`src/rtl/arm_fe_pkg.sv`:
```
// rtl/arm_fe_pkg.sv - shared front-end constants and state type
package arm_fe_pkg;

    localparam logic [31:0] NOP_INST         = 32'hE1A0_0000;
    localparam logic [31:0] RESET_PC_DEFAULT = 32'h0000_0000;

    typedef enum logic {
        BOOT  = 1'b0,
        FETCH = 1'b1
    } fe_state_t;

endpackage

```
`src/rtl/if_stage_ctrl_if.sv`:
```
// rtl/if_stage_ctrl_if.sv - instruction-memory read port bundle
interface if_stage_ctrl_if #(
    parameter int ADDR_W = 32
) ();
    logic [ADDR_W-1:0] imem_addr;
    logic              imem_rd;
    logic [31:0]       imem_data;
    logic              imem_rdy;

    modport master (output imem_addr, output imem_rd, input imem_data, input imem_rdy);
    modport slave  (input imem_addr, input imem_rd, output imem_data, output imem_rdy);
endinterface

```
`src/rtl/sat_counter.sv`:
```
// rtl/sat_counter.sv - up counter that sticks at all-ones
module sat_counter #(
    parameter int W = 32
) (
    input  logic         clk,
    input  logic         rst,
    input  logic         inc,
    output logic [W-1:0] count
);
    logic [W-1:0] count_q;

    always_ff @(posedge clk) begin
        if (rst) begin
            count_q <= '0;
        end else if (inc && (count_q != {W{1'b1}})) begin
            count_q <= count_q + W'(1);
        end
    end

    assign count = count_q;
endmodule

```
`src/rtl/if_stage_ctrl.sv`:
```
// rtl/if_stage_ctrl.sv - fetch controller owning the PC and IF/ID register
module if_stage_ctrl
    import arm_fe_pkg::*;
#(
    parameter int                ADDR_W   = 32,
    parameter logic [ADDR_W-1:0] RESET_PC = ADDR_W'(RESET_PC_DEFAULT),
    parameter int                CNT_W    = 32
) (
    input  logic              clk,
    input  logic              rst,
    input  logic              pc_write,
    input  logic              ifid_write,
    input  logic              stall,
    input  logic              branch_taken,
    input  logic [ADDR_W-1:0] branch_target,
    if_stage_ctrl_if.master   imem,
    output logic              ifid_valid,
    output logic [31:0]       ifid_inst,
    output logic [ADDR_W-1:0] ifid_pc,
    output logic [CNT_W-1:0]  stall_cnt,
    output logic [CNT_W-1:0]  flush_cnt,
    output logic [CNT_W-1:0]  wait_cnt
);
    fe_state_t         state_q, state_d;
    logic [ADDR_W-1:0] pc_q, pc_d;
    logic              ifid_valid_q, ifid_valid_d;
    logic [31:0]       ifid_inst_q, ifid_inst_d;
    logic [ADDR_W-1:0] ifid_pc_q, ifid_pc_d;
    logic              flush_inc, wait_inc, stall_inc;

    always_ff @(posedge clk) begin
        if (rst) begin
            state_q      <= BOOT;
            pc_q         <= RESET_PC;
            ifid_valid_q <= 1'b0;
            ifid_inst_q  <= NOP_INST;
            ifid_pc_q    <= '0;
        end else begin
            state_q      <= state_d;
            pc_q         <= pc_d;
            ifid_valid_q <= ifid_valid_d;
            ifid_inst_q  <= ifid_inst_d;
            ifid_pc_q    <= ifid_pc_d;
        end
    end

    // BOOT is a single quiet cycle; FETCH is left only through reset.
    always_comb begin
        state_d      = FETCH;
        pc_d         = pc_q;
        ifid_valid_d = ifid_valid_q;
        ifid_inst_d  = ifid_inst_q;
        ifid_pc_d    = ifid_pc_q;
        flush_inc    = 1'b0;
        wait_inc     = 1'b0;
        if (state_q == FETCH) begin
            if (branch_taken) begin
                pc_d         = {branch_target[ADDR_W-1:2], 2'b00};
                ifid_valid_d = 1'b0;
                ifid_inst_d  = NOP_INST;
                flush_inc    = 1'b1;
            end else begin
                if (pc_write) begin
                    if (imem.imem_rdy) begin
                        pc_d = pc_q + ADDR_W'(4);
                    end else begin
                        wait_inc = 1'b1;
                    end
                end
                // IF/ID loads whatever the port delivers this cycle, or a bubble if refused.
                if (ifid_write) begin
                    if (imem.imem_rdy) begin
                        ifid_valid_d = 1'b1;
                        ifid_inst_d  = imem.imem_data;
                        ifid_pc_d    = pc_q;
                    end else begin
                        ifid_valid_d = 1'b0;
                        ifid_inst_d  = NOP_INST;
                    end
                end
            end
        end
    end

    assign stall_inc = stall & ~branch_taken;

    sat_counter #(.W(CNT_W)) u_stall_cnt (.clk(clk), .rst(rst), .inc(stall_inc), .count(stall_cnt));
    sat_counter #(.W(CNT_W)) u_flush_cnt (.clk(clk), .rst(rst), .inc(flush_inc), .count(flush_cnt));
    sat_counter #(.W(CNT_W)) u_wait_cnt  (.clk(clk), .rst(rst), .inc(wait_inc),  .count(wait_cnt));

    assign imem.imem_addr = pc_q;
    assign imem.imem_rd   = (state_q == FETCH);
    assign ifid_valid     = ifid_valid_q;
    assign ifid_inst      = ifid_inst_q;
    assign ifid_pc        = ifid_pc_q;
endmodule

```
`src/flat_wrapper.sv`:
```
// flat-port wrapper written by rule: the top's interface ports become plain ports
module if_stage_ctrl_flat import arm_fe_pkg::*;
#(
    parameter int                ADDR_W   = 32,
    parameter logic [ADDR_W-1:0] RESET_PC = ADDR_W'(RESET_PC_DEFAULT),
    parameter int                CNT_W    = 32
)
  (clk, rst, pc_write, ifid_write, stall, branch_taken, branch_target, ifid_valid, ifid_inst, ifid_pc, stall_cnt, flush_cnt, wait_cnt, imem_imem_addr, imem_imem_rd, imem_imem_data, imem_imem_rdy);
  if_stage_ctrl_if #(.ADDR_W(ADDR_W)) imem_i ();
  input  logic clk;
  input  logic rst;
  input  logic pc_write;
  input  logic ifid_write;
  input  logic stall;
  input  logic branch_taken;
  input  logic [ADDR_W-1:0] branch_target;
  output logic ifid_valid;
  output logic [31:0] ifid_inst;
  output logic [ADDR_W-1:0] ifid_pc;
  output logic [CNT_W-1:0] stall_cnt;
  output logic [CNT_W-1:0] flush_cnt;
  output logic [CNT_W-1:0] wait_cnt;
  output wire logic [$bits(imem_i.imem_addr)-1:0] imem_imem_addr;
  output wire logic [$bits(imem_i.imem_rd)-1:0] imem_imem_rd;
  input wire logic [$bits(imem_i.imem_data)-1:0] imem_imem_data;
  input wire logic [$bits(imem_i.imem_rdy)-1:0] imem_imem_rdy;
  assign imem_imem_addr = imem_i.imem_addr;
  assign imem_imem_rd = imem_i.imem_rd;
  assign imem_i.imem_data = imem_imem_data;
  assign imem_i.imem_rdy = imem_imem_rdy;
  if_stage_ctrl #(.ADDR_W(ADDR_W), .RESET_PC(RESET_PC), .CNT_W(CNT_W)) u_core (.clk(clk), .rst(rst), .pc_write(pc_write), .ifid_write(ifid_write), .stall(stall), .branch_taken(branch_taken), .branch_target(branch_target), .imem(imem_i), .ifid_valid(ifid_valid), .ifid_inst(ifid_inst), .ifid_pc(ifid_pc), .stall_cnt(stall_cnt), .flush_cnt(flush_cnt), .wait_cnt(wait_cnt));
endmodule
```
`config.mk`:
```
export PLATFORM = sky130hd
export DESIGN_NAME = if_stage_ctrl_flat
export DESIGN_NICKNAME = d
export VERILOG_FILES = /design/src/rtl/arm_fe_pkg.sv /design/src/rtl/if_stage_ctrl_if.sv /design/src/rtl/sat_counter.sv /design/src/rtl/if_stage_ctrl.sv /design/src/flat_wrapper.sv
export SDC_FILE = /design/constraint.sdc
export NUM_CORES = 1
export LEC_CHECK = 0
export CAP_MARGIN = 5
export CORE_UTILIZATION = 40
export CTS_BUF_LIST = sky130_fd_sc_hd__clkbuf_8
export CTS_CLUSTER_DIAMETER = 120
export DETAILED_ROUTE_END_ITERATION = 7
export DONT_BUFFER_PORTS = 1
export PLACE_DENSITY = 0.62
export SYNTH_ARGS = -nofsm -noshare
export SYNTH_HDL_FRONTEND = slang
export SYNTH_HIERARCHICAL = 1
export SYNTH_SLANG_ARGS = --single-unit
export TNS_END_PERCENT = 1
```
`constraint.sdc`:
```
create_clock -name clk -period 3.11 [get_ports clk]
set_input_delay 0 -clock clk [delete_from_list [all_inputs] [get_ports clk]]
set_output_delay 0 -clock clk [all_outputs]
set_load 0.02 [all_outputs]
```
# Word-level counts from Yosys, hierarchy flattened
# Cells that the tools add are included.
totals:
  ff_bits: 194
  wordCells: 42
  output_inout_bits: 194
  inputBits: 71
classes:
  n_reduce_logical: 9
  bitwise: 2
  addsub: 4
  eq_ne: 3
  muxes: 16
ops:
  columns: ["operator", "n"]
  rows:
  - ["$mux W32", 6]
  - ["$add A32 B1 Y32 const B", 3]
  - ["$ne A32 B32 Y1 const B", 3]
  - ["$add A32 B3 Y32 const B", 1]
  - ["$mux W1", 10]
  - ["$reduce_bool A2 Y1", 3]
  - ["$reduce_and A4 Y1", 1]
  - ["$logic_and A1 B1 Y1", 3]
  - ["$reduce_and A3 Y1", 1]
  - ["$reduce_and A2 Y1", 1]
  - ["$and A1 B1 Y1", 1]
  - ["$not A1 Y1", 1]

# Logic depth before layout (Yosys ltp)
depth:
  ltp_word: 5
  mapped_depth: 9

# Modules after synthesis
# The synthesis kept the hierarchy.
modules_own_cells:
  columns: ["module", "n_inst", "area_each_um2", "cells_per_inst"]
  rows:
  - ["sat_counter", 3, 1674.1, 199]
  - ["if_stage_ctrl", 1, 4319.1, 546]

# Worst setup path before layout
# OpenSTA, ideal clock, no wires.
synth_timing:
  path_kind: "register -> register"
  startpoint: "register u_core.state_q (netlist: u_core/imem.imem_rd)"
  endpoint: "register u_core.u_wait_cnt.count_q[31] (netlist: u_core/u_wait_cnt/count[31])"
  path_stages_with_launch: 9
  setup_ns: 0.121
  path_buffers: 1
  t_required_ns: 2.989
  arrival_ns: 2.660
  setup_slack_ns: 0.329
  synth_period_minus_slack_ns: 2.781
  path_cell_list: "dfxtp_1 -> clkbuf_1 -> nand2_1 -> nor3_1 -> nand4_1 -> nor4_2 -> nand4_1 -> nor4_1 -> mux2_2"
synth_via:
  elab_chain_cells: 2
synth_lines:
  columns: ["item", "line_no", "text"]
  rows:
  - ["from (decl)", "if_stage_ctrl.sv:24", "fe_state_t state_q, state_d;"]
  - ["from (signal assigned)", "if_stage_ctrl.sv:39", "state_q <= state_d;"]
  - ["$mux W1", "if_stage_ctrl.sv:56", "if (state_q == FETCH) begin"]
  - ["net u_core.wait_inc", "if_stage_ctrl.sv:29", "logic flush_inc, wait_inc, stall_inc;"]
  - ["$logic_and A1 B1 Y1", "sat_counter.sv:15", "end else if (inc && (count_q != {W{1'b1}})) begin"]
  - ["to (signal assigned)", "sat_counter.sv:16", "count_q <= count_q + W'(1);"]
  - ["to (decl)", "sat_counter.sv:10", "logic [W-1:0] count_q;"]
# The timed path passes the listed nets, and every way through them passes these cells.
# A chain may end at the register's enable or synchronous reset.

# Worst setup path after layout
layout_timing:
  startpoint: "register u_core.u_flush_cnt.count_q[13] (netlist: u_core/u_flush_cnt/count[13])"
  endpoint: "register u_core.u_flush_cnt.count_q[14] (netlist: u_core/u_flush_cnt/count[14])"
layout_via:
  elab_chain_cells: 2
  word_cells_on_any_way: 3
  classes_between: "1 x add/sub; 1 x eq/ne; 1 x reduce/logical"
layout_lines:
  columns: ["item", "line_no"]
  rows:
  - ["from (decl)", "sat_counter.sv:10"]
  - ["from (signal assigned)", "sat_counter.sv:16"]
  - ["parallel branches: the longest is 2 deep, another holds $add A32 B1 Y32", null]
# Parallel ways; which one is timed is not known.

==> summary.md <==
| Metric | Value |
|---|---|
| Outcome | finished clean |
| Core Util, Final | 48.5% |
| Vias | about 9k |
| Worst Hold Path EP | u_core/ifid_inst[1] |
| CP Launch Type | register |
| Most used DFF post-synth | dfxtp_1 |
| DRC violations left | 0 |
| CTS Root Cell | clkbuf_8 |
| Post-CTS setup buffers | 0 |
| Port Buffers | 0 |
| Relative slew slack | a little under a quarter |
| Endpoints failing setup | 0 |
| Post-DP HPWL | approximately 19,000 microns |
| Tmin final | slightly below 3 ns |
| Largest net degree at the start of global routing | roughly 180 |
| CTS tree | yes |
| DR vias/cell | 5.93 |
| Final net count | 1,290 |
| Seq/Total Area, Yosys | about two fifths |
| Layout cells sized above 1 | 9.28% |
| Post-synthesis cell area | slightly above 9000 sq um |
| Clk buf depth | 2 |
| Post-route ant nets | 0 |
| Initial DRC count | ~620 |
| Power density cells | between 400 and 500 nW/um^2 |
| Clk sinks | 190 |
| Vias in the first global route | ~8.5k |
| Final Max Tran Viols | 0 |
| Critical path's top delay family | simple AND/OR/NAND/NOR gates |
| WHS Path Cells | 4 |
| Critical Path Fanout Max | 9 |
| H-tree depth | 4 |
| WL per Instance | roughly 19 microns |
| Worst slack at placement | a little over 0.6 ns |
| Post-synth EDFFs | 0 |
| Full die area | around 24,000 sq um |
| Area Growth Syn to Fin | 18.2% |
| CP cell instances | nand3_1 > or3_1 > nor3_1 > or4_1 > a21oi_1 > dlygate4sd3_1 |
| Fill cells | roughly 2.2k |
| Chip Height | around 150 microns |
| Post-Syn Instances | about 1.1k |
| Die Wd | ~150 microns |
| Worst path slowest cell | nor3_1 |
| Core box area | 22,800 sq um |
| Top Ports | ~270 |
| Worst r2r src | u_core/u_flush_cnt/count[13] |
| Slew at the pin with the worst max-slew slack | around 1.2 ns |
| Yosys Warn Count | 6 |
| First-pass GRT wire length | 45,400 microns |
| HP Class | in2reg |
| RSZ-0062 raised after global routing | no |
| Drt pass-1 iters | 7 |
| Max Cap Violations | 0 |
| Worst reg-to-reg path cell count | 6 |
| Critical path type | reg2reg |
| Flop-to-flop setup slack | just over 0.2 ns |
| Fmax | ~0.34 GHz |
| Placed cell areas | 9780 sq um |
| Total negative setup slack | 0 ns |
| Hold_sp | ifid_write |
| Final WS setup | 0.206 ns |
| Final instance area | 11,000 sq um |
| Worst Hold Slack | 0.0522 ns |
| Worst path required time | between 3 and 4 ns |
| Ys async rst share | 0% |
| Grt ovf | 0 |
| GRT Total Usage | 23.6% |
| Drt total wl | 29,000 microns |
| Peak supply drop | approximately 0.25 mV |
| Crit. End Element | register |
| GPL Wtd Cong | about 0.84 |
| Initial core utilization | 41.0% |
| Antenna violations before repair | 2 |
| Slowest stage delay, CP | roughly 0.62 ns |
| Final period utilization | a little over 90% |
| Clk pin slew, worst setup/hold paths | roughly 0.11 ns |
| Worst r2r dst | u_core/u_flush_cnt/count[14] |
| Leakage | 0.00349 uW |
| Num CTS Buffers | 17 |
| Yosys cell types | between 60 and 70 |
| CP Data Arrival Time | about 3.3 ns |
| Worst path buffer plus inverter count | 1 |
| Clk_skew | 0.0150 ns |
| Clock latency on the worst-skew pair | 0.45 ns |
| Rows | 55 |
| FF+latch count, synth | 190 |
| Hold Vio Cnt, Final | 0 |
| Mean post-synth cell area | around 8.2 sq um |
[worst reg2reg max path, cell delays in order, from the launching register on]
cell and delay, ns:
dfxtp_1 0.55, nand3_1 0.23, or3_1 0.58, nor3_1 0.62, or4_1 0.22, a21oi_1 0.06, dlygate4sd3_1 0.55
[metal layers]
metal	share of wire (%)	track usage, %
met4	0.96	6.08
met1	42	28.5
met3	8.3	7.96
met5	0	0
met2	48	40.0
[how the worst max path moves through the flow]
stage | from | to | slack (ns) | depth (start not counted)
2_1_floorplan | u_core/imem.imem_rd | u_core/u_wait_cnt/count[31] | 0.33 | 8
3_3_place_gp | u_core/imem.imem_addr[2] | u_core/imem.imem_addr[28] | 0.64 | 6
3_5_place_dp | u_core/u_wait_cnt/count[21] | u_core/u_wait_cnt/count[9] | 0.62 | 6
4_1_cts | u_core/u_wait_cnt/count[13] | u_core/u_wait_cnt/count[27] | 0.17 | 7
5_1_grt | u_core/u_flush_cnt/count[13] | u_core/u_flush_cnt/count[14] | 0.006 | 6
6_report | u_core/u_flush_cnt/count[13] | u_core/u_flush_cnt/count[14] | 0.21 | 6
[Yosys cell counts, drive strengths merged, types with 3 or more instances]
master | count | area [sq um]
or3 | 40 | 265
mux2i | 4 | 40.0
a2111oi | 6 | 52.6
xnor2 | 18 | 158
and3 | 26 | 178
a21o | 7 | 52.6
clkbuf | 57 | 215
a21oi | 121 | 606
o211ai | 8 | 60.1
ha | 4 | 50.1
buf | 23 | 130
nor2b | 11 | 68.8
and4 | 14 | 123
xor2 | 3 | 26.3
nand3 | 62 | 330
or2 | 6 | 37.5
o22ai | 6 | 37.5
o31ai | 42 | 315
nor4 | 24 | 169
mux2 | 6 | 67.6
nand2 | 136 | 510
a22oi | 22 | 165
nor2 | 78 | 293
or4 | 48 | 364
nand4 | 44 | 275
o21ai | 35 | 175
inv | 11 | 41.3
and2 | 7 | 43.8
nor3 | 11 | 55.1
a32o | 5 | 50.1
a31oi | 14 | 87.6
nand2b | 5 | 31.3
o311ai | 5 | 43.8
or3b | 3 | 26.3
a211oi | 6 | 45.0
a31o | 3 | 26.3
nor3b | 7 | 52.6
o41ai | 5 | 100
dfxtp | 190 | 3800
[cells by family after synthesis]
| logic type | Yosys count | share of synthesized area [%] |
|---|---|---|
| and+or+nand+nor | 527 | 30.7 |
| AOI/OAI and AO/OA | 298 | 20.7 |
| DFF | 190 | 40.7 |
| buffers and inverters | 92 | 4.18 |
| xor gates and xnor gates | 21 | 1.97 |
| muxes | 10 | 1.15 |
| adders and majority gates | 4 | 0.536 |
| other | 1 | 0.0401 |
[registers in the layout (all words and copies together), names as in the netlist]
name and count:
u_core/imem.imem_rd 1, u_core/ifid_valid 1, u_core/imem.imem_addr 30, u_core/ifid_pc 30, u_core/u_wait_cnt/count 32, u_core/u_stall_cnt/count 32
u_core/ifid_inst 32, u_core/u_flush_cnt/count 32
[final cells by class]
cell class                      instances  area [sq um]  share of cell area, %
Antenna cell                            2          5.00                 0.0453
Clock inverter                         14           135                   1.22
Tap cell                              313           392                   3.55
Clock buffer                           18           248                   2.24
Multi-Input combinational cell        864          5200                   47.1
Sequential cell                       190          3800                   34.4
Timing Repair Buffer                  130          1210                   11.0
Inverter                               12          45.0                  0.408
[layout by cell type (no fill, tap or decap), types with 34 or more instances in the layout]
master         count
or3_1             37
dfxtp_1          190
a21oi_1          121
nor2_1            78
or4_1             47
buf_4             47
nand4_1           44
o21ai_0           34
dlygate4sd3_1     81
nand3_1           57
o31ai_1           42
nand2_1          136
[metrics by stage]
stage | total power [uW] | std cells
2_1_floorplan | 2810 | 1146
3_3_place_gp | 2850 | 1426
3_5_place_dp | 2850 | 1426
4_1_cts | 4660 | 1541
5_1_grt | 4810 | 1543
6_report | 4580 | 1543
[power by group]
group	internal, uW	total (uW)	switching (uW)	leakage (uW)
Clock	674	1650	971	0.000187
Sequential	2470	2570	102	0.00154
Combinational	151	364	212	0.00177
Total	3300	4580	1290	0.00349
[what timing repair did]
action,CTS,global route
setup endpoints to repair,0,2
gates resized for setup,0,2
endpoints found under the hold margin,190,0
hold buffers,83,0
No activity file was read; power rests on OpenSTA's default activity.
